--- src/rtl/uart_pkg.sv ---
// rtl/uart_pkg.sv - shared UART state encodings, LCR field indices and parity helper
package uart_pkg;

    localparam logic [2:0] ST_IDLE   = 3'd0;
    localparam logic [2:0] ST_START  = 3'd1;
    localparam logic [2:0] ST_DATA   = 3'd2;
    localparam logic [2:0] ST_PARITY = 3'd3;
    localparam logic [2:0] ST_STOP1  = 3'd4;
    localparam logic [2:0] ST_STOP15 = 3'd5;
    localparam logic [2:0] ST_STOP2  = 3'd6;

    localparam int LCR_WLS = 0;
    localparam int LCR_STB = 2;
    localparam int LCR_PEN = 3;
    localparam int LCR_EPS = 4;
    localparam int LCR_SP  = 5;
    localparam int LCR_BC  = 6;

    localparam logic [1:0] WL_5 = 2'b00;
    localparam logic [1:0] WL_6 = 2'b01;
    localparam logic [1:0] WL_7 = 2'b10;
    localparam logic [1:0] WL_8 = 2'b11;

    // Stick parity overrides the data: even-select then forces the bit low.
    function automatic logic uart_parity(input logic [7:0] data, input logic [1:0] wl,
                                         input logic even, input logic stick);
        logic [7:0] mask;
        mask = 8'hFF;
        case (wl)
            WL_5: mask = 8'h1F;
            WL_6: mask = 8'h3F;
            WL_7: mask = 8'h7F;
            WL_8: mask = 8'hFF;
        endcase
        if (stick)
            return ~even;
        return even ? ^(data & mask) : ~^(data & mask);
    endfunction

endpackage

--- src/rtl/uart_tx.sv ---
// rtl/uart_tx.sv - UART transmit serializer fed from the TX FIFO show-ahead port
module uart_tx
    import uart_pkg::*;
#(
    parameter int TICKS_PER_BIT = 16
) (
    input  logic       clk,
    input  logic       rstn,
    input  logic       enable,
    input  logic [7:0] lcr,
    input  logic       tf_empty,
    input  logic [7:0] tf_data_in,
    output logic       tf_pop,
    output logic       tx_out,
    output logic       tx_busy,
    output logic [2:0] tx_state
);

    localparam int TW = $clog2(TICKS_PER_BIT);
    localparam logic [TW-1:0] TICK_LAST = TW'(TICKS_PER_BIT - 1);
    localparam logic [TW-1:0] HALF_LAST = TW'(TICKS_PER_BIT / 2 - 1);

    logic [2:0]    state, state_nx;
    logic [TW-1:0] tick, tick_nx;
    logic [2:0]    bit_cnt, bit_nx;
    logic [7:0]    shift, shift_nx;
    logic [7:0]    data_q, data_nx;
    logic [5:0]    cfg, cfg_nx;
    logic [2:0]    wl_last;
    logic          bit_end;
    logic          tx_nx;
    logic          unused_lcr;

    assign unused_lcr = lcr[7];

    // Last data bit index is WL-1 = 4 + word-length code.
    assign wl_last = {1'b0, cfg[LCR_WLS +: 2]} + 3'd4;
    assign bit_end = enable && (state != ST_IDLE) &&
                     (tick == ((state == ST_STOP15) ? HALF_LAST : TICK_LAST));

    // Gated by rstn so a reset cycle can never consume a FIFO entry.
    assign tf_pop = rstn && (state == ST_IDLE) && enable && !tf_empty;

    always_ff @(posedge clk) begin
        if (!rstn) begin
            state   <= ST_IDLE;
            tick    <= '0;
            bit_cnt <= '0;
            shift   <= '0;
            data_q  <= '0;
            cfg     <= '0;
            tx_out  <= 1'b1;
        end else begin
            state   <= state_nx;
            tick    <= tick_nx;
            bit_cnt <= bit_nx;
            shift   <= shift_nx;
            data_q  <= data_nx;
            cfg     <= cfg_nx;
            tx_out  <= tx_nx;
        end
    end

    always_comb begin
        state_nx = state;
        tick_nx  = tick;
        bit_nx   = bit_cnt;
        shift_nx = shift;
        data_nx  = data_q;
        cfg_nx   = cfg;
        if (state != ST_IDLE && enable)
            tick_nx = bit_end ? '0 : tick + TW'(1);
        case (state)
            ST_IDLE: begin
                if (tf_pop) begin
                    state_nx = ST_START;
                    shift_nx = tf_data_in;
                    data_nx  = tf_data_in;
                    cfg_nx   = lcr[5:0];
                    bit_nx   = '0;
                    tick_nx  = '0;
                end
            end
            ST_START: begin
                if (bit_end)
                    state_nx = ST_DATA;
            end
            ST_DATA: begin
                if (bit_end) begin
                    shift_nx = shift >> 1;
                    if (bit_cnt == wl_last) begin
                        bit_nx   = '0;
                        state_nx = cfg[LCR_PEN] ? ST_PARITY : ST_STOP1;
                    end else begin
                        bit_nx = bit_cnt + 3'd1;
                    end
                end
            end
            ST_PARITY: begin
                if (bit_end)
                    state_nx = ST_STOP1;
            end
            ST_STOP1: begin
                if (bit_end) begin
                    if (!cfg[LCR_STB])
                        state_nx = ST_IDLE;
                    else if (cfg[LCR_WLS +: 2] == WL_5)
                        state_nx = ST_STOP15;
                    else
                        state_nx = ST_STOP2;
                end
            end
            ST_STOP15, ST_STOP2: begin
                if (bit_end)
                    state_nx = ST_IDLE;
            end
            default: state_nx = ST_IDLE;
        endcase
    end

    // Line level is registered from the next state; break is applied live.
    always_comb begin
        tx_busy  = (state != ST_IDLE);
        tx_state = state;
        case (state_nx)
            ST_START:  tx_nx = 1'b0;
            ST_DATA:   tx_nx = shift_nx[0];
            ST_PARITY: tx_nx = uart_parity(data_q, cfg[LCR_WLS +: 2], cfg[LCR_EPS], cfg[LCR_SP]);
            default:   tx_nx = 1'b1;
        endcase
        if (lcr[LCR_BC])
            tx_nx = 1'b0;
    end

endmodule

--- config.mk ---
export PLATFORM = sky130hd
export DESIGN_NAME = uart_tx
export DESIGN_NICKNAME = d
export VERILOG_FILES = /design/src/rtl/uart_pkg.sv /design/src/rtl/uart_tx.sv
export SDC_FILE = /design/constraint.sdc
export NUM_CORES = 1
export LEC_CHECK = 0
export BUFFER_PORTS_ARGS = -buffer_cell sky130_fd_sc_hd__buf_2
export CAP_MARGIN = 20
export CORE_MARGIN = 4
export CORE_UTILIZATION = 44
export CTS_CLUSTER_SIZE = 30
export DETAILED_ROUTE_END_ITERATION = 12
export GPL_ROUTABILITY_DRIVEN = 0
export PLACE_DENSITY = 0.67
export SYNTH_ARGS = -nofsm -noshare
export SYNTH_HDL_FRONTEND = slang
export SYNTH_SLANG_ARGS = --single-unit
--- constraint.sdc ---
create_clock -name clk -period 1.65 [get_ports clk]
set_input_delay 0 -clock clk [delete_from_list [all_inputs] [get_ports clk]]
set_output_delay 0 -clock clk [all_outputs]
set_load 0.005 [all_outputs]
==> impl_metrics.py <==
metrics = {
    "drt": {
        "num_vias": 1828,
        "drc_errors": 0,
        "routed_via_density": 5.47,
        "wl_per_cell_um": 14.9,
        "first_pass_iters": 4,
        "ant_nets": 0,
        "drtIter0Drc": 124,
        "wl_mm": 4.99,
    },
    "power_and_ir_drop": {
        "powerDensity_mw_per_mm2": 720,
        "p_total_w": 0.00189,
        "max-vdd-ir-drop_uv": 560,
        "p_leak_nw": 1.08,
    },
    "die": {
        "core_mm2": 0.00374,
        "dieWidth_um": 70.7,
        "start_util": 0.463,
        "dieArea_mm2": 0.00500,
        "std_cell_rows": 22,
        "io_pins": 26,
        "die_y_um": 70.7,
    },
    "sta": {
        "rsz0062_at_grt": "yes",
        "final_hold_viol_count": 0,
        "drv_slew": 0,
        "skew_ns": 0.00199,
        "tightest_slew_ns": 0.380,
        "fin_crit_ns": 1.78,
        "setup_viol": 1,
        "maxSlewHeadroom": 0.746,
        "setup_ws_ns": -0.126,
        "max_clock_freq_mhz": 563,
        "timing.final.crit_share": 1.08,
        "whs_ns": 0.0489,
    },
    "worst_setup_path": {
        "path_buf_inv": 0,
        "crit_family": "compound AO/OA/AOI/OAI gates",
        "slowest_delay_ns": 0.38,
        "crit_chain": "nand4bb_1 -> or3_1 -> a211oi_2 -> o311ai_4 -> o21ai_1 -> a221oi_2",
        "criticalPathCategory": "reg2reg",
        "cp_max_fo": 8,
        "crit_path_end_kind": "register",
        "crit_arrival_ns": 1.94,
        "cp_slowest_cell": "dfxtp_4",
        "worstPathRequired_ns": 1.81,
        "crit_path_start_kind": "register",
    },
    "cts": {
        "htreeDepth": 2,
        "cts.sinks": 33,
        "cts_tree": "built",
        "cts_root_buffer": "clkbuf_8",
        "cts_buffer_depth": 2,
        "insertion_delay_ns": 0.29,
        "cts_buffers": 5,
        "path_clk_slew_ns": 0.07,
    },
    "logic_synthesis": {
        "synth_edf_count": 0,
        "ys_seq_elements": 33,
        "synth_area_mm2": 0.00173,
        "yosysSeqAreaShare": 0.382,
        "async_flop_share": 0,
        "ys.flop_type": "dfxtp_1",
        "synth_cell_types": 53,
        "netlist_instances": 205,
        "post_synth.cell_area_avg_um2": 8.45,
        "synth.net_count": 227,
        "yosysWarnings": 0,
    },
    "placement": {
        "dp.cells": 302,
        "dp_hpwl_mm": 3.18,
        "dpl_cell_area_mm2": 0.00219,
        "io_buffers": 24,
        "pre_cts_ws_ns": -0.209,
    },
    "layout": {
        "antenna_cells": 0,
        "stdcell_count": 334,
        "syn_to_final_growth_pct": 51.3,
        "drive_gt1_frac": 0.381,
        "fin_area_mm2": 0.00262,
        "nNetsFinal": 307,
    },
    "run": {
        "drv_cap": 0,
    },
    "run_status": {
        "status": "finished with violations",
        "failed_checks": "negative setup slack",
    },
    "grt": {
        "grt_pass1_wl_mm": 7.73,
        "grt-ovfl-total": 0,
        "antenna_found_initial": 0,
        "grt_max_degree": 24,
        "grtUsageTotal": 0.191,
        "grt_pass1_vias": 1703,
    },
    "worst_hold_path": {
        "hold_class": "in2reg",
    },
}
placed cells by master, fill, tap and decap left out, types with 2 or more instances in the layout:
master,netlist,final
nand2b_1,3,3
nor3_2,2,2
dfxtp_1,33,26
a31oi_1,3,3
xnor2_1,8,8
a22o_1,4,4
clkbuf_8,0,5
inv_1,3,3
o21ai_1,2,3
a21oi_2,1,3
dlygate4sd3_1,0,14
nand3_1,5,4
and3_4,2,2
dfxtp_4,0,2
buf_2,5,23
nor2_1,14,14
dfxtp_2,0,5
nor2b_1,2,2
and3b_1,2,2
buf_4,1,38
buf_12,0,2
nand2_1,44,43
buf_6,0,4
a21oi_1,19,17
or3_1,4,3
nor3_1,4,3
a22oi_1,6,5
final timing paths:
path	depth (start not counted)	start	to	slack [ns]
setup / recovery	6	tx_state[0]	tx_out	-0.13
hold / removal	4	lcr[6]	tx_out	0.05
setup reg to reg	6	tx_state[0]	tx_out	-0.13
hold reg to reg	2	shift[6]	shift[6]	0.46
flip-flops by register name, indices dropped and copies added (netlist names):
name      flops
shift         8
tx_out        1
data_q        8
cfg           6
tick          4
bit_cnt       3
tx_state      3
tightest hold or removal path, delay by kind of cell:
| family | cells | cell delay (ns) |
|---|---|---|
| AO/OA/AOI/OAI | 2 | 0.14 |
| buffers and inverters | 1 | 0.08 |
| AND/OR/NAND/NOR | 1 | 0.08 |
routing by layer:
layer	part of all wire	up-vias	GRT usage	wire, um
li1	-	894	-	-
met1	0.43	866	0.241	2150
met2	0.49	50	0.321	2470
met3	0.047	18	0.0511	232
met4	0.027	0	0.0543	133
met5	0	-	0	0
synthesized netlist by cell type, drive strengths merged (3+ instances only):
cell type | instances | area [um^2]
a21oi | 20 | 104
a22o | 4 | 35.0
a22oi | 6 | 45.0
a31oi | 3 | 18.8
and3 | 3 | 28.8
buf | 6 | 32.5
clkbuf | 4 | 15.0
dfxtp | 33 | 661
inv | 4 | 15.0
nand2 | 44 | 165
nand2b | 3 | 18.8
nand3 | 5 | 25.0
nor2 | 14 | 52.6
nor3 | 6 | 40.0
o21ai | 5 | 25.0
or3 | 4 | 25.0
xnor2 | 8 | 70.1
stage by stage:
step                 util  TNS [ns]
global route        0.700    -0.416
global placement    0.584    -0.321
finish              0.700    -0.126
detailed placement  0.584    -0.308
CTS                 0.676   -0.0933
floorplan               -         0
power breakdown:
| group | internal [W] | switching [W] |
|---|---|---|
| Clock | 0.000452 | 0.000329 |
| Combinational | 0.000146 | 0.000120 |
| Sequential | 0.000820 | 0.0000191 |
layout make-up:
cell class	count	area, um^2
flip-flops and latches	33	674
repair buffers	83	666
clock buffers	5	68.8
clock inverters	3	46.3
multi-input cells	158	1090
fillers	286	1120
well taps	48	60.1
inverters	4	15.0
kinds of logic after synthesis:
logic type	share of synthesized area
adders and majority gates	0.0144
muxes	0.00578
and+or+nand+nor	0.266
DFF	0.382
buffers and inverters	0.0361
AOI/OAI and AO/OA	0.238
xor gates and xnor gates	0.0585
repair_timing:
action,in CTS,in global routing
setup endpoints to repair,10,12
resized for setup,10,11
gates cloned,0,1
hold endpoints to repair,16,0
buffers inserted,6,3
hold buffers,14,0
pin swaps,9,9
No activity file was read; power rests on OpenSTA's default activity.
